`src/rtl/rs_station.sv`:
```
// Reservation station: holds issued instructions until both operands are
// present (captured at issue, by same-cycle CDB bypass, or by CDB snoop),
// then hands the oldest ready entry to the functional unit through a
// registered dispatch stage.
//
// Handshakes: a transfer on the issue side happens on a rising edge where
// in_valid && in_ready && !flush; on the FU side on an edge where
// fu_valid && fu_ready. in_ready depends only on registered state, so a
// slot freed by dispatch becomes allocatable one cycle later.
module rs_station #(
  parameter int DEPTH    = 3,
  parameter int XLEN     = 64,
  parameter int TAG_W    = 4,
  parameter int BASE_TAG = 1
) (
  input  logic                         clk,
  input  logic                         rst,
  input  logic                         flush,
  input  logic                         in_valid,
  output logic                         in_ready,
  output logic [TAG_W-1:0]             alloc_tag,
  input  logic [5:0]                   in_opcode,
  input  logic [TAG_W-1:0]             in_tag1,
  input  logic [TAG_W-1:0]             in_tag2,
  input  logic [XLEN-1:0]              in_op1,
  input  logic [XLEN-1:0]              in_op2,
  input  logic [XLEN-1:0]              in_incr_pc,
  input  logic [XLEN-1:0]              in_offset,
  input  logic                         cdb_valid,
  input  logic [TAG_W-1:0]             cdb_tag,
  input  logic [XLEN-1:0]              cdb_data,
  output logic                         fu_valid,
  input  logic                         fu_ready,
  output logic [XLEN-1:0]              fu_a,
  output logic [XLEN-1:0]              fu_b,
  output logic [XLEN-1:0]              fu_incr_pc,
  output logic [XLEN-1:0]              fu_offset,
  output logic [5:0]                   fu_opcode,
  output logic [TAG_W-1:0]             fu_tag,
  output logic [$clog2(DEPTH+1)-1:0]   count,
  output logic                         busy
);

  localparam int CW = $clog2(DEPTH+1);
  localparam int IW = $clog2(DEPTH);

  // Entry storage
  logic [DEPTH-1:0] ent_valid;
  logic [5:0]       ent_opcode [DEPTH];
  logic [TAG_W-1:0] ent_tag1   [DEPTH];
  logic [TAG_W-1:0] ent_tag2   [DEPTH];
  logic [XLEN-1:0]  ent_op1    [DEPTH];
  logic [XLEN-1:0]  ent_op2    [DEPTH];
  logic [XLEN-1:0]  ent_pc     [DEPTH];
  logic [XLEN-1:0]  ent_off    [DEPTH];
  // older[j][i] = 1 when entry j was accepted before entry i. Stale bits of
  // freed entries are harmless because only ready (valid) entries are compared.
  logic [DEPTH-1:0] older      [DEPTH];

  logic             free_found;
  logic [IW-1:0]    free_idx;
  logic [CW-1:0]    occ;
  logic [DEPTH-1:0] ent_ready;
  logic             blocked;
  logic             sel_found;
  logic [IW-1:0]    sel_idx;
  logic [XLEN-1:0]  sel_a, sel_b, sel_pc, sel_off;
  logic [5:0]       sel_opcode;
  logic [TAG_W-1:0] sel_tag;
  logic             accept;
  logic             disp_en;
  logic             hit1, hit2;
  logic [TAG_W-1:0] new_tag1, new_tag2;
  logic [XLEN-1:0]  new_op1, new_op2;

  // Lowest free slot and occupancy, from registered valids only
  always_comb begin
    free_found = 1'b0;
    free_idx   = '0;
    occ        = '0;
    for (int i = DEPTH - 1; i >= 0; i--) begin
      if (!ent_valid[i]) begin
        free_found = 1'b1;
        free_idx   = IW'(i);
      end
    end
    for (int i = 0; i < DEPTH; i++) begin
      occ = occ + CW'(ent_valid[i]);
    end
  end

  // Oldest ready entry: the ready entry that no other ready entry predates
  always_comb begin
    ent_ready  = '0;
    blocked    = 1'b0;
    sel_found  = 1'b0;
    sel_idx    = '0;
    sel_a      = '0;
    sel_b      = '0;
    sel_pc     = '0;
    sel_off    = '0;
    sel_opcode = '0;
    sel_tag    = '0;
    for (int i = 0; i < DEPTH; i++) begin
      ent_ready[i] = ent_valid[i] && (ent_tag1[i] == '0) && (ent_tag2[i] == '0);
    end
    for (int i = 0; i < DEPTH; i++) begin
      blocked = 1'b0;
      for (int j = 0; j < DEPTH; j++) begin
        if (ent_ready[j] && older[j][i]) blocked = 1'b1;
      end
      if (ent_ready[i] && !blocked) begin
        sel_found  = 1'b1;
        sel_idx    = IW'(i);
        sel_a      = ent_op1[i];
        sel_b      = ent_op2[i];
        sel_pc     = ent_pc[i];
        sel_off    = ent_off[i];
        sel_opcode = ent_opcode[i];
        sel_tag    = TAG_W'(BASE_TAG + i);
      end
    end
  end

  // Issue-side operand capture including same-cycle CDB bypass
  always_comb begin
    hit1     = cdb_valid && (in_tag1 != '0) && (in_tag1 == cdb_tag);
    hit2     = cdb_valid && (in_tag2 != '0) && (in_tag2 == cdb_tag);
    new_tag1 = hit1 ? '0 : in_tag1;
    new_tag2 = hit2 ? '0 : in_tag2;
    new_op1  = hit1 ? cdb_data : in_op1;
    new_op2  = hit2 ? cdb_data : in_op2;
  end

  assign accept    = in_valid && free_found && !flush;
  assign disp_en   = sel_found && (!fu_valid || fu_ready) && !flush;
  assign in_ready  = free_found;
  assign busy      = !free_found;
  assign count     = occ;
  assign alloc_tag = free_found ? (TAG_W'(BASE_TAG) + TAG_W'(free_idx)) : '0;

  // Entry array: flush, snoop, free on dispatch, allocate, age tracking
  always_ff @(posedge clk or posedge rst) begin
    if (rst) begin
      ent_valid <= '0;
      for (int i = 0; i < DEPTH; i++) begin
        ent_opcode[i] <= '0;
        ent_tag1[i]   <= '0;
        ent_tag2[i]   <= '0;
        ent_op1[i]    <= '0;
        ent_op2[i]    <= '0;
        ent_pc[i]     <= '0;
        ent_off[i]    <= '0;
        older[i]      <= '0;
      end
    end else if (flush) begin
      ent_valid <= '0;
    end else begin
      for (int i = 0; i < DEPTH; i++) begin
        if (ent_valid[i] && cdb_valid && (ent_tag1[i] != '0) && (ent_tag1[i] == cdb_tag)) begin
          ent_tag1[i] <= '0;
          ent_op1[i]  <= cdb_data;
        end
        if (ent_valid[i] && cdb_valid && (ent_tag2[i] != '0) && (ent_tag2[i] == cdb_tag)) begin
          ent_tag2[i] <= '0;
          ent_op2[i]  <= cdb_data;
        end
        if (disp_en && (sel_idx == IW'(i))) begin
          ent_valid[i] <= 1'b0;
        end
        if (accept && (free_idx == IW'(i))) begin
          ent_valid[i]  <= 1'b1;
          ent_opcode[i] <= in_opcode;
          ent_tag1[i]   <= new_tag1;
          ent_tag2[i]   <= new_tag2;
          ent_op1[i]    <= new_op1;
          ent_op2[i]    <= new_op2;
          ent_pc[i]     <= in_incr_pc;
          ent_off[i]    <= in_offset;
        end
        for (int j = 0; j < DEPTH; j++) begin
          if (accept && (free_idx == IW'(j))) begin
            older[i][j] <= (i != j) && ent_valid[i];
          end else if (accept && (free_idx == IW'(i))) begin
            older[i][j] <= 1'b0;
          end
        end
      end
    end
  end

  // Dispatch register: load when empty or draining, hold while stalled
  always_ff @(posedge clk or posedge rst) begin
    if (rst) begin
      fu_valid   <= 1'b0;
      fu_a       <= '0;
      fu_b       <= '0;
      fu_incr_pc <= '0;
      fu_offset  <= '0;
      fu_opcode  <= '0;
      fu_tag     <= '0;
    end else if (flush) begin
      fu_valid <= 1'b0;
    end else if (disp_en) begin
      fu_valid   <= 1'b1;
      fu_a       <= sel_a;
      fu_b       <= sel_b;
      fu_incr_pc <= sel_pc;
      fu_offset  <= sel_off;
      fu_opcode  <= sel_opcode;
      fu_tag     <= sel_tag;
    end else if (fu_ready) begin
      fu_valid <= 1'b0;
    end
  end

endmodule

```
`config.mk`:
```
export PLATFORM = sky130hd
export DESIGN_NAME = rs_station
export DESIGN_NICKNAME = d
export VERILOG_FILES = /design/src/rtl/rs_station.sv
export SDC_FILE = /design/constraint.sdc
export NUM_CORES = 2
export LEC_CHECK = 0
export ABC_AREA = 1
export BUFFER_PORTS_ARGS = -buffer_cell sky130_fd_sc_hd__buf_2
export CAP_MARGIN = 40
export CORE_UTILIZATION = 59
export DETAILED_ROUTE_END_ITERATION = 10
export GPL_TIMING_DRIVEN = 0
export PLACE_DENSITY = 0.8
export SLEW_MARGIN = 20
export SYNTH_ARGS = -nofsm -noshare
export SYNTH_HDL_FRONTEND = slang
export SYNTH_SLANG_ARGS = --single-unit
```
`constraint.sdc`:
```
create_clock -name clk -period 38.8 [get_ports clk]
set_clock_uncertainty 0.2 [all_clocks]
set_input_delay 3.88 -clock clk [delete_from_list [all_inputs] [get_ports clk]]
set_output_delay 3.88 -clock clk [all_outputs]
set_load 0.01 [all_outputs]
```
== Word level (Yosys, flattened, before mapping) ==
Cells that the tools add are included.

* Add/subtract/negate cells: 3
* Eq/ne operators: 12
* Multiplexer cells: 83
* Bitwise operators: 1
* Reductions and logical operators: 93

{| class="wikitable"
|+ Operators with widths
! cell !! count
|-
| 64-bit 2-to-1 mux || 26
|-
| 4-bit 2-to-1 mux || 16
|-
| 1-bit logical AND || 44
|-
| 4-bit == test || 8
|-
| 1-bit 2-to-1 mux || 32
|-
| 4-bit nonzero test || 8
|-
| 2-bit AND reduction || 13
|-
| 4-bit zero test || 6
|-
| 6-bit 2-to-1 mux || 3
|-
| 2-bit nonzero test || 9
|-
| 3-bit nonzero test || 4
|-
| 2-bit 2-to-1 mux || 4
|-
| 1-bit zero test || 6
|-
| 3-bit 2-to-1 mux || 2
|-
| 2-bit by 1-bit == test with 1-bit output, second input constant || 2
|-
| 2-bit == test, second input constant || 2
|-
| 2-bit zero test || 2
|-
| 1-bit by 2-bit adder with 3-bit output, first input constant || 1
|-
| 1-bit by 1-bit adder with 2-bit output || 1
|-
| 2-bit by 1-bit adder with 2-bit output || 1
|-
| 1-bit logical OR || 1
|-
| 1-bit inverter || 1
|}

* Bits in registers: 1086
* Input port bits: 344
* Logic and storage cells: 229

== Depth between registers and ports, before layout ==
* Depth in word-level cells: 17
* Mapped depth: 13
* Mapped depth without buffers: 10

== Worst setup path after synthesis ==
Ideal clock, no wire load.

* Path type: in2reg
* From: in cdb_tag[2]
* To: reg ent_op2[10] (netlist bit)
* Arrival time: 5.138 ns
* Required time: 38.462 ns
* Setup slack: 33.323 ns
* Stages: 11
* Cell sequence: buf_2 -> inv_2 -> o22ai_1 -> nor2_1 -> nand3_1 -> buf_2 -> buf_2 -> nand2_1 -> and2_1 -> nand2_1 -> o211ai_1

* Longest elaborated chain between the ends: 4

{| class="wikitable"
|+ RTL lines
! item !! RTL line !! source
|-
| from (decl) || 30 || <nowiki>input logic [TAG_W-1:0] cdb_tag,</nowiki>
|-
| 4-bit == test (on tied branches) || 128, 164 ||
|-
| 1-bit logical AND (on tied branches) || 128, 164 ||
|-
| 64-bit 2-to-1 mux / 2-bit nonzero test (equally long branches) || -- ||
|-
| 64-bit 2-to-1 mux / 2-bit AND reduction (equally long branches) || -- ||
|-
| to (signal, indexed assignment) || 166 || <nowiki>ent_op2[i] <= cdb_data;</nowiki>
|-
| to (signal, indexed assignment) || 177 || <nowiki>ent_op2[i] <= new_op2;</nowiki>
|-
| to (decl) || 53 || <nowiki>logic [XLEN-1:0] ent_op2 [DEPTH];</nowiki>
|}

Several ways; a longest one is shown, not always the timed one.
A chain may end at the register's enable or synchronous reset.

== Final worst setup path ==
* From: in cdb_tag[1]
* To: reg ent_op1[61] (netlist bit)

* Longest elaborated chain between the ends: 4

{| class="wikitable"
|+ RTL lines
! item !! RTL line !! source
|-
| 4-bit == test (on tied branches) || 127, 160 ||
|-
| 1-bit logical AND (on tied branches) || 127, 160 ||
|-
| 64-bit 2-to-1 mux / 2-bit nonzero test (equally long branches) || -- ||
|-
| 64-bit 2-to-1 mux / 2-bit AND reduction (equally long branches) || -- ||
|-
| to (signal, indexed assignment) || 162 || <nowiki>ent_op1[i] <= cdb_data;</nowiki>
|-
| to (signal, indexed assignment) || 176 || <nowiki>ent_op1[i] <= new_op1;</nowiki>
|-
| to (decl) || 52 || <nowiki>logic [XLEN-1:0] ent_op1 [DEPTH];</nowiki>
|}

Several ways; a longest one is shown, not always the timed one.

==> qor.yml <==
global_routing:
  grtUsageTotal_pct: 46.8
  antenna_found_initial: 32
  first_global_vias: 54800
  first_pass_grt_wire_length_mm: 329
  grt-ovfl-total: 0
  grt_start_max_net_pins: 105
pwr:
  pwr_density_cell_mw_per_mm2: 57.8
  peak_supply_drop_uv: 39.8
  post-layout-total-power_mw: 3.63
  p_leak_nw: 31.3
floorplan:
  design.portCount: 619
  initial_utilization_pct: 59.7
  die_ar_mm2: 0.0926
  floorplan.die.height_um: 304
  die_width_um: 304
  fp.coreArea_mm2: 0.0903
  rows: 110
clock_network:
  clk_latency_ns: 0.73
  clockBufferDepth: 3
  htreeDepth: 3
  ctsResizeCount: 0
  post_cts.repair.setup_buffers: 0
  clock_tree.root_cell: "sky130_fd_sc_hd__clkbuf_16"
  cts_made_buffers: 113
  cts-hold-fix-buffers: 0
  cts_tree: "yes"
  clkSlewWorstSetupHoldPaths_ns: 0.07
  clkSinkCount: 1084
critical_path:
  path_class: "input port to register"
  startpoint_type_of_the_worst_setup_path: "input port"
  ff2ff_path_depth: 8
  rrSetupSlack_ns: 35.46
  critical_path.reg2reg.startpoint: "ent_valid[1]"
  critical-path-slowest-cell: "sky130_fd_sc_hd__nand3_1"
  critical_path.endpoint_type: "register"
  cell_mode_on_critical_path: "sky130_fd_sc_hd__buf_2"
  crit_start: "cdb_tag[1]"
  cp-endpoint: "ent_op1[61]"
  critical_path.max_fanout: 10
  timing.rr.end: "ent_op1[137]"
  worst_ep_arrival_time_ns: 7.05
  cpPeakStageDelay_ns: 0.70
  critical_path_required_ns: 39.23
  path_cells: "buf_2 -> inv_2 -> o22ai_1 -> nor2_1 -> nand3_1 -> buf_2 -> buf_2 -> nand2_1 -> o21ai_0 -> nand2_1 -> o211ai_1"
drt:
  drt-pass1-iter-count: 7
  detail_route.wl_per_cell_um: 25.0
  vias: 56400
  finalWirelength_mm: 220
  antenna_left: 0
  avgViaCountPerCell: 6.40
  number_of_remaining_drc_errors: 0
  drt_first_iter_violations: 7657
hold_path:
  hp-class: "register to register"
place:
  place_ws_ns: 31.83
  dp.final_hpwl_mm: 160
  portbufs: 611
  routabilityCongestion: 1.02
finish:
  layout.cells.most_common: "sky130_fd_sc_hd__nand2_1"
  final_net_count: 7871
  leading_cell_types_in_the_layout_fill_and_taps_excluded: "1545 x sky130_fd_sc_hd__nand2_1, 1084 x sky130_fd_sc_hd__dfrtp_1, 810 x sky130_fd_sc_hd__buf_2, 669 x sky130_fd_sc_hd__nand3_1, 591 x sky130_fd_sc_hd__nand4_1"
  nFillCells: 7607
  syn_to_layout_area_delta_pct: 16.6
  final_layout_size_suffix_gt1_share_pct: 14.1
timing:
  maxSlewHeadroom_pct: 37.3
  setup_viol: 0
  finalHoldViolations: 0
  setup_ws_ns: 32.19
  count_of_final_max_slew_check_failures: 0
  max_clock_freq_mhz: 151
  finalCriticalPeriod_ns: 6.61
  setup_repair_after_global_routing_missed_its_margin: "no"
  final.period_utilization_pct: 17.0
  hold_ws_ns: 0.271
  timing_worst_slew_pin_value_ns: 0.938
yosys:
  synthDistinctLibCells: 32
  count_of_state_elements_after_synthesis: 1084
  synth-warning-count: 0
  yosysSeqAreaShare_pct: 50.3
  async_reset_ff_share_pct: 100
  mappedNetlistArea_mm2: 0.0539
  synth_enable_flop_cells: 0
  syn-instance-count: 6768
  syn-mean-instance-area_um2: 7.96
  dominantRegCellSynth: "sky130_fd_sc_hd__dfrtp_1"
job:
  timing.max_cap.violations: 0
outcome:
  outcome: "completed"
## layer usage
layer / up-vias / part of all wire (%) / track usage (%)
li1: 24700 / - / -
met1: 26800 / 36 / 58.6
met2: 3989 / 43 / 69.7
met3: 914 / 13 / 15.1
met4: 32 / 7.5 / 30.8
met5: - / 0.094 / 0
## kinds of logic after synthesis
group           Yosys count  synth area share (%)
flops                  1084                  50.3
simple gates           3374                  28.2
other cells               1               0.00696
fa+ha+maj                 1                0.0371
buf+inv                1026                  7.77
xor+xnor                  7                 0.114
compound gates         1275                  13.6
## metrics by stage
| stage | setup TNS [ns] | instance area [µm²] | utilization (%) | instances |
|---|---|---|---|---|
| 2_1_floorplan | 0 | 53900 | - | 6771 |
| 3_3_place_gp | -7994.28 | 58400 | 64.7 | 8558 |
| 3_5_place_dp | 0 | 59000 | 65.3 | 8586 |
| 4_1_cts | 0 | 62800 | 69.6 | 8796 |
| 5_1_grt | 0 | 62800 | 69.6 | 8802 |
| 6_report | 0 | 62900 | 69.6 | 8813 |
## sequential cells by signal (all words and copies together), names as in the netlist
| signal | cells |
|---|---|
| ent_pc | 192 |
| fu_incr_pc | 64 |
| fu_tag | 2 |
| ent_valid | 3 |
| fu_a | 64 |
| fu_opcode | 6 |
| fu_valid | 1 |
| ent_tag1 | 12 |
| ent_off | 192 |
| fu_b | 64 |
| older | 6 |
| ent_op1 | 192 |
| ent_opcode | 18 |
| fu_offset | 64 |
| ent_op2 | 192 |
| ent_tag2 | 12 |
## synth_stat cells (75+ instances only)
cell type,n,area [µm²]
sky130_fd_sc_hd__a21oi_1,533,2670
sky130_fd_sc_hd__inv_1,368,1380
sky130_fd_sc_hd__dfrtp_1,1084,27100
sky130_fd_sc_hd__buf_1,75,282
sky130_fd_sc_hd__buf_2,199,996
sky130_fd_sc_hd__nand4_1,591,3700
sky130_fd_sc_hd__clkbuf_1,347,1300
sky130_fd_sc_hd__nand3_1,669,3350
sky130_fd_sc_hd__nor2_1,491,1840
sky130_fd_sc_hd__o211ai_1,320,2400
sky130_fd_sc_hd__o21ai_0,301,1510
sky130_fd_sc_hd__nand2_1,1545,5800
## critical path, delay by kind of cell
kind | cells | cell delay [ns]
AOI/OAI and AO/OA | 3 | 0.54
buffers and inverters | 4 | 1.50
and+or+nand+nor | 4 | 1.11
## worst min-delay path by stage
stage / from / end / cells after the start
5_1_grt: ent_off[149] / ent_off[149] / 2
3_5_place_dp: ent_off[27] / ent_off[27] / 2
6_report: ent_off[179] / ent_off[179] / 2
3_3_place_gp: ent_off[27] / ent_off[27] / 2
2_1_floorplan: ent_off[10] / ent_off[10] / 2
4_1_cts: ent_off[16] / ent_off[16] / 2
## report_power, final
part | total (mW) | internal (mW) | switching [mW] | leakage (nW)
combinational | 0.792 | 0.309 | 0.483 | 15.5
sequential | 1.71 | 1.48 | 0.230 | 13.8
clock | 1.13 | 0.650 | 0.482 | 1.90
## layout make-up
class	instances	area (µm²)	share of cell area (%)
diodes	16	40.0	0.0637
well taps	1176	1470	2.34
clock buffers	166	3350	5.33
plain buffers	644	2760	4.39
inverters	382	1440	2.29
clock inverters	44	488	0.776
flip-flops and latches	1084	27100	43.1
multi-input cells	4661	22600	35.9
repair buffers	640	3600	5.72
Note: power is estimated with default switching activity, not from simulation.
